$ cat src/rtl/jtag_dr_bank.sv
// JTAG data-register bank: BYPASS, IDCODE and NUM_USER_DR user registers sharing one shift register.
// Optional shift-length integrity check enabled by defining JTAG_DR_LEN_CHECK_EN.

package jtag_dr_bank_pkg;
  typedef enum logic [3:0] {
    TAP_EXIT2_DR         = 4'h0,
    TAP_EXIT1_DR         = 4'h1,
    TAP_SHIFT_DR         = 4'h2,
    TAP_PAUSE_DR         = 4'h3,
    TAP_SELECT_IR        = 4'h4,
    TAP_UPDATE_DR        = 4'h5,
    TAP_CAPTURE_DR       = 4'h6,
    TAP_SELECT_DR        = 4'h7,
    TAP_EXIT2_IR         = 4'h8,
    TAP_EXIT1_IR         = 4'h9,
    TAP_SHIFT_IR         = 4'hA,
    TAP_PAUSE_IR         = 4'hB,
    TAP_RUN_TEST_IDLE    = 4'hC,
    TAP_UPDATE_IR        = 4'hD,
    TAP_CAPTURE_IR       = 4'hE,
    TAP_TEST_LOGIC_RESET = 4'hF
  } tap_ctrl_fsm_t;
endpackage

module jtag_dr_bank
  import jtag_dr_bank_pkg::*;
#(
  parameter logic [31:0]            IDCODE_VAL   = 32'hBADC0FFE,
  parameter int unsigned            NUM_USER_DR  = 4,
  parameter int unsigned            DR_WIDTH     = 32,
  parameter logic [NUM_USER_DR-1:0] USER_RO_MASK = '0,
  parameter logic [DR_WIDTH-1:0]    USER_RST_VAL = '0,
  parameter int unsigned            SEL_W        = $clog2(NUM_USER_DR + 2)
) (
  input  logic                            tck,
  input  logic                            trstn,
  input  logic                            tdi,
  output logic                            tdo,
  output logic                            tdo_en,
  input  tap_ctrl_fsm_t                   tap_state,
  input  logic [SEL_W-1:0]                dr_sel,
  input  logic [NUM_USER_DR*DR_WIDTH-1:0] user_capture_data,
  output logic [NUM_USER_DR-1:0]          user_capture_pulse,
  output logic [NUM_USER_DR*DR_WIDTH-1:0] user_update_data,
  output logic [NUM_USER_DR-1:0]          user_update_pulse,
  output logic                            len_err
);

  logic [DR_WIDTH-1:0]             r_sr;
  logic [DR_WIDTH-1:0]             w_sr_nxt;
  logic [DR_WIDTH-1:0]             w_cap_data;
  logic [NUM_USER_DR-1:0]          w_user_sel;
  logic                            w_is_idcode;
  logic                            w_is_user;
  logic                            w_len_ok;
  logic [NUM_USER_DR-1:0]          w_cap_nxt;
  logic [NUM_USER_DR-1:0]          w_commit;
  logic [NUM_USER_DR-1:0]          r_cap_pulse;
  logic [NUM_USER_DR-1:0]          r_upd_pulse;
  logic [NUM_USER_DR*DR_WIDTH-1:0] r_upd;
  logic                            r_tdo;
  logic                            r_tdo_en;

  // Out-of-range selects fall through to BYPASS because no decode bit is set.
  always_comb begin
    w_user_sel = '0;
    w_cap_data = '0;
    for (int unsigned i = 0; i < NUM_USER_DR; i++) begin
      if (dr_sel == SEL_W'(i + 2)) begin
        w_user_sel[i] = 1'b1;
        w_cap_data    = user_capture_data[i*DR_WIDTH +: DR_WIDTH];
      end
    end
    w_is_idcode = (dr_sel == SEL_W'(1));
    w_is_user   = |w_user_sel;
  end

  always_comb begin
    w_sr_nxt = r_sr;
    if (tap_state == TAP_CAPTURE_DR) begin
      if (w_is_user)        w_sr_nxt        = w_cap_data;
      else if (w_is_idcode) w_sr_nxt[31:0]  = IDCODE_VAL;
      else                  w_sr_nxt[0]     = 1'b0;
    end else if (tap_state == TAP_SHIFT_DR) begin
      if (w_is_user)        w_sr_nxt        = {tdi, r_sr[DR_WIDTH-1:1]};
      else if (w_is_idcode) w_sr_nxt[31:0]  = {tdi, r_sr[31:1]};
      else                  w_sr_nxt[0]     = tdi;
    end
  end

  always_comb begin
    w_cap_nxt = (tap_state == TAP_CAPTURE_DR) ? w_user_sel : '0;
    w_commit  = '0;
    if (tap_state == TAP_UPDATE_DR) begin
      w_commit = w_user_sel & ~USER_RO_MASK & {NUM_USER_DR{w_len_ok}};
    end
  end

  always_ff @(posedge tck or negedge trstn) begin
    if (!trstn) begin
      r_sr        <= '0;
      r_cap_pulse <= '0;
      r_upd_pulse <= '0;
      r_upd       <= {NUM_USER_DR{USER_RST_VAL}};
    end else begin
      r_sr        <= w_sr_nxt;
      r_cap_pulse <= w_cap_nxt;
      r_upd_pulse <= w_commit;
      if (tap_state == TAP_TEST_LOGIC_RESET) begin
        r_upd <= {NUM_USER_DR{USER_RST_VAL}};
      end else begin
        for (int unsigned i = 0; i < NUM_USER_DR; i++) begin
          if (w_commit[i]) r_upd[i*DR_WIDTH +: DR_WIDTH] <= r_sr;
        end
      end
    end
  end

`ifdef JTAG_DR_LEN_CHECK_EN
  localparam int unsigned CNT_W = $clog2(DR_WIDTH + 2);

  logic [CNT_W-1:0] r_shift_cnt;
  logic             r_len_err;

  assign w_len_ok = (r_shift_cnt == CNT_W'(DR_WIDTH));

  // Counter saturates one past DR_WIDTH so over-long scans stay distinguishable.
  always_ff @(posedge tck or negedge trstn) begin
    if (!trstn) begin
      r_shift_cnt <= '0;
      r_len_err   <= 1'b0;
    end else if (tap_state == TAP_TEST_LOGIC_RESET || tap_state == TAP_CAPTURE_DR) begin
      r_shift_cnt <= '0;
      r_len_err   <= 1'b0;
    end else begin
      if (tap_state == TAP_SHIFT_DR && r_shift_cnt != CNT_W'(DR_WIDTH + 1)) begin
        r_shift_cnt <= r_shift_cnt + CNT_W'(1);
      end
      if (tap_state == TAP_UPDATE_DR && w_is_user && !w_len_ok) begin
        r_len_err <= 1'b1;
      end
    end
  end

  assign len_err = r_len_err;
`else
  assign w_len_ok = 1'b1;
  assign len_err  = 1'b0;
`endif

  always_ff @(negedge tck or negedge trstn) begin
    if (!trstn) begin
      r_tdo    <= 1'b0;
      r_tdo_en <= 1'b0;
    end else begin
      r_tdo    <= (tap_state == TAP_SHIFT_DR) ? r_sr[0] : 1'b0;
      r_tdo_en <= (tap_state == TAP_SHIFT_DR);
    end
  end

  assign tdo                = r_tdo;
  assign tdo_en             = r_tdo_en;
  assign user_capture_pulse = r_cap_pulse;
  assign user_update_pulse  = r_upd_pulse;
  assign user_update_data   = r_upd;

endmodule

$ cat config.mk
export PLATFORM = sky130hd
export DESIGN_NAME = jtag_dr_bank
export DESIGN_NICKNAME = d
export VERILOG_FILES = /design/src/rtl/jtag_dr_bank.sv
export SDC_FILE = /design/constraint.sdc
export NUM_CORES = 1
export LEC_CHECK = 0
export CORE_ASPECT_RATIO = 2
export CORE_MARGIN = 2
export CORE_UTILIZATION = 50
export CTS_BUF_LIST = sky130_fd_sc_hd__clkbuf_4 sky130_fd_sc_hd__clkbuf_8
export DETAILED_ROUTE_END_ITERATION = 10
export PLACE_DENSITY = 0.95
export SLEW_MARGIN = 20
export SYNTH_ARGS = -nofsm -noshare
export SYNTH_HDL_FRONTEND = slang
export SYNTH_SLANG_ARGS = --single-unit
$ cat constraint.sdc
create_clock -name tck -period 1.65 [get_ports tck]
set_input_delay 0.165 -clock tck [delete_from_list [all_inputs] [get_ports tck]]
set_output_delay 0.165 -clock tck [all_outputs]
set_load 0.01 [all_outputs]
# Yosys cells after proc, flatten, opt, wreduce, memory -nomap -nowiden
# Cells that the tools add are included.
# op_classes
n_reduce_logical	7
muxes	23
n_eq_ne	11
# ops
cell	count
32-bit two-way mux	12
128-bit two-way mux	1
31-bit two-way mux	2
2-bit nonzero test	5
4-bit by 3-bit == test with 1-bit output (second input constant)	2
4-bit two-way mux	2
3-bit by 2-bit == test with 1-bit output (second input constant)	2
3-bit == test (second input constant)	2
1-bit two-way mux	6
3-bit inequality test (second input constant)	2
4-bit by 2-bit == test with 1-bit output (second input constant)	1
4-bit == test (second input constant)	1
4-bit OR reduction	1
3-bit by 1-bit == test with 1-bit output (second input constant)	1
3-bit AND reduction	1
# word_totals
regBits	170
out_inout_bits	139
input_bits	138

# Depth between registers and ports, before layout
# depth
word_depth	7
mapped_depth	8
ltp_nobuf	5

==> parameters.txt <==
Parameter                              Value

Run status
  Run status ... complete, but fails checks
  Failing checks ... setup timing

Logic synthesis
  Synth Warn # ... 0
  Fraction of post-synthesis cell area in the top cell type by area ... 54.1%
  Top cell type by total area after synthesis ... dfrtp_1
  Share of the yosys chip area belonging to registers ... approximately 55%
  Flop and latch count out of synthesis ... 170
  Synth async-reset ratio ... 100%
  Post-synth cell types ... 33
  Cell area after technology mapping ... around 0.008 mm2
  Mapped Cells ... 848
  Top cells by area in the synthesized netlist ... dfrtp_1, nand2_1, a21oi_1
  Number of flops mapped to enable cells by yosys ... 0
  Synth Area per Inst ... just over 9 um2
  Post-Synthesis Net Count ... 986
  Dominant register cell in the synthesized netlist ... dfrtp_1

Finish
  Final design utilization ... around three quarters
  Fill count ... 1042
  Leading cell type in the layout, fill and taps excluded ... nand2_1
  Signed area change from the synthesized netlist to the final layout ... 47.0%
  Post-layout nets ... around 1300
  Most frequent cells in the layout ... nand2_1, clkdlybuf4s50_1, dfrtp_1
  Ratio of cells with drive above 1 in the final layout ... 10.4%
  Final cell count without fillers ... approximately 1300

Place
  IO Port Bufs ... roughly 280
  Cells after DPL ... approximately 1300
  Placer congestion estimate ... 0.905
  Hpwl dp ... 20100 um

Floorplanning
  # IOs ... approximately 280
  Area of the die ... ~0.017 mm2
  Standard cell core area ... about 0.015 mm2
  Count of standard-cell rows ... 64
  Effective utilization at floorplan ... approximately half
  Horiz. Die Dim ... just over 90 um
  Die outline height ... 180 um

Power
  Internal Pwr Total ... approximately 6.8 mW
  Combinational group share of total power ... 18.6%
  Flop pwr share ... a little over half
  P_leak ... approximately 5.0 nW
  Switching Share ... between 30% and 40%
  Power density relative to cell area ... 868 mW/mm2
  Overall Power ... ~9.9 mW
  Largest voltage drop on the vdd net ... about 630 uV
  Relative contribution of the clock network to total power ... between 20% and 30%
  Switching Power ... 3.17 mW

Critical path
  R2r setup slk ... 0.08 ns
  Worst Path Required ... between 1 and 1.5 ns
  Number of logic stages on the critical path including buffering ... 1
  Setup crit start kind ... flip-flop
  Cell with the largest stage delay on the worst path ... dfrtn_1
  Critical path start-end classification ... flip-flop to output pin
  Crit-path leading delay family ... flip-flops
  Maximum fanout count along the critical path ... 1
  Worst r2r path cells ... 1
  Endpoint arrival time on the critical path ... between 1.5 and 2 ns
  Worst setup startpoint ... tdo
  Reg-to-reg critical path endpoint ... tdo
  Critical register-to-register path startpoint ... r_sr[0]
  CP bufs+invs ... 1
  Worst setup path endpoint ... tdo
  Ordered list of cells on the worst path ... buf_6
  Crit path capture type ... output pin
  CP peak stage delay ... about 0.41 ns

GRT
  Antenna violations before repair ... 0
  Overall fraction of global-route tracks in use ... 32.8%
  First-pass GRT wire length ... 41800 um
  Maximum number of pins on one net before global-route repair ... 112
  Residual overflow from global routing ... 0
  Number of global-route vias before repair ... approximately 7700

Routing
  Via density per instance ... roughly 5.7
  Wire length after detailed routing ... between 20000 and 30000 um
  Post-route DRC ... 0
  First-pass iteration count of the detailed router ... 6
  Post-detailed-route wirelength per cell ... approximately 20 um
  Number of vias after detailed routing ... around 7600
  Routed Antenna Nets ... 0
  Initial drt markers ... between 500 and 600

Clock network
  Clk buf depth ... 2
  TritonCTS clock tree ... yes
  Number of CTS-inserted buffers ... 17
  Clock latency on the worst-skew pair ... between 0.4 and 0.5 ns
  Clock Sinks ... between 150 and 200
  H-tree lvl count ... 4
  Clk slew on worst S/H paths ... ~0.09 ns
  Root Buffer ... clkbuf_8

Min path
  Min-Delay Path Depth ... 4
  Type of the tightest min-delay check ... input port to flip-flop

STA
  Worst setup skew after layout ... 0.0477 ns
  Smallest hold slack ... 0.221 ns
  Final setup TNS ... -0.510 ns
  Relative slew margins ... roughly 52%
  Final hold violations ... 0
  Setup repair after global routing missed its margin ... yes
  Final Slew Violations ... 0
  Final Worst Setup Slack ... -0.259 ns
  Count of endpoints failing setup in the final report ... 2
  Measured slew at the worst slew-check pin ... between 0.7 and 0.8 ns

Job
  Number of violations of the max-capacitance limit ... 0
## synthesized netlist by cell type (6+ instances only)
library cell / instances
buf_1: 6
o22ai_1: 53
clkbuf_1: 33
o21ai_1: 8
a21oi_1: 130
buf_2: 25
nand2_1: 277
nor2_1: 23
o21ai_0: 13
a221oi_2: 8
mux2i_1: 65
dfrtp_1: 168
## worst min-delay path by stage
stage / from / end / slack, ns
floorplan: trstn / r_sr[0] / -0.13
global placement: trstn / user_capture_pulse[1] / 0.28
detailed placement: trstn / user_capture_pulse[0] / 0.29
CTS: dr_sel[0] / user_capture_pulse[3] / 0.19
global route: dr_sel[0] / user_capture_pulse[3] / 0.21
finish: dr_sel[0] / user_capture_pulse[1] / 0.22
## area by class of cell
cell class / count / area [um2] / area share, %
Clock inverter: 14 / 149 / 1.30
Antenna cell: 1 / 2.50 / 0.0219
Timing Repair Buffer: 330 / 3290 / 28.8
Tap cell: 198 / 248 / 2.17
Sequential cell: 170 / 4260 / 37.2
Clock buffer: 18 / 248 / 2.17
Multi-Input combinational cell: 600 / 3220 / 28.1
Inverter: 6 / 22.5 / 0.197
## tightest hold or removal path, cell delays in order
cell and delay (ns):
buf_4 0.15, inv_1 0.13, or2_2 0.15, nor2_1 0.04
## power groups by stage
stage               logic (mW)  clock network (mW)  registers [mW]
finish                    1.84                2.89            5.19
global route              2.00                3.12            5.22
CTS                       1.84                2.93            5.17
detailed placement        1.83                   0            5.25
global placement          1.75                   0            5.23
floorplan                0.669                   0            5.05
## sequential cells by signal, summed over array words and instances (netlist names)
signal / flops
r_sr: 32
tdo_en: 1
user_update_pulse: 4
user_capture_pulse: 4
user_update_data: 128
tdo: 1
## through the flow
stage	worst slack, ns	instance area, um2
after floorplan	-0.0271	7780
after global placement	-0.509	11000
after detailed placement	-0.551	11000
after CTS	-0.265	11400
after global routing	-0.288	11400
final	-0.259	11400
## per-layer routing
layer | vias up | wire, um | GRT usage (%)
li1 | 3438 | - | -
met5 | - | 0 | 0
met2 | 414 | 14200 | 58.1
met3 | 115 | 1720 | 6.40
met4 | 0 | 1980 | 20.4
met1 | 3664 | 8920 | 35.3
## kinds of logic (layout without fill, tap and decap cells)
kind of cell / count (synthesis) / after routing / share of synthesized area [%]
buffers and inverters: 78 / 368 / 4.75
AO/OA/AOI/OAI: 219 / 219 / 16.3
other: 1 / 2 / 0.0482
flip-flops: 170 / 170 / 54.7
multiplexers: 65 / 65 / 8.37
AND/OR/NAND/NOR: 315 / 315 / 15.8
## what timing repair did
action,in CTS,in global routing
endpoints found under the setup margin,86,84
pin swaps,1,0
endpoints found under the hold margin,168,0
hold buffers,1,0
buffers inserted,1,1
gates resized for setup,19,4
No activity file was read; power rests on OpenSTA's default activity.
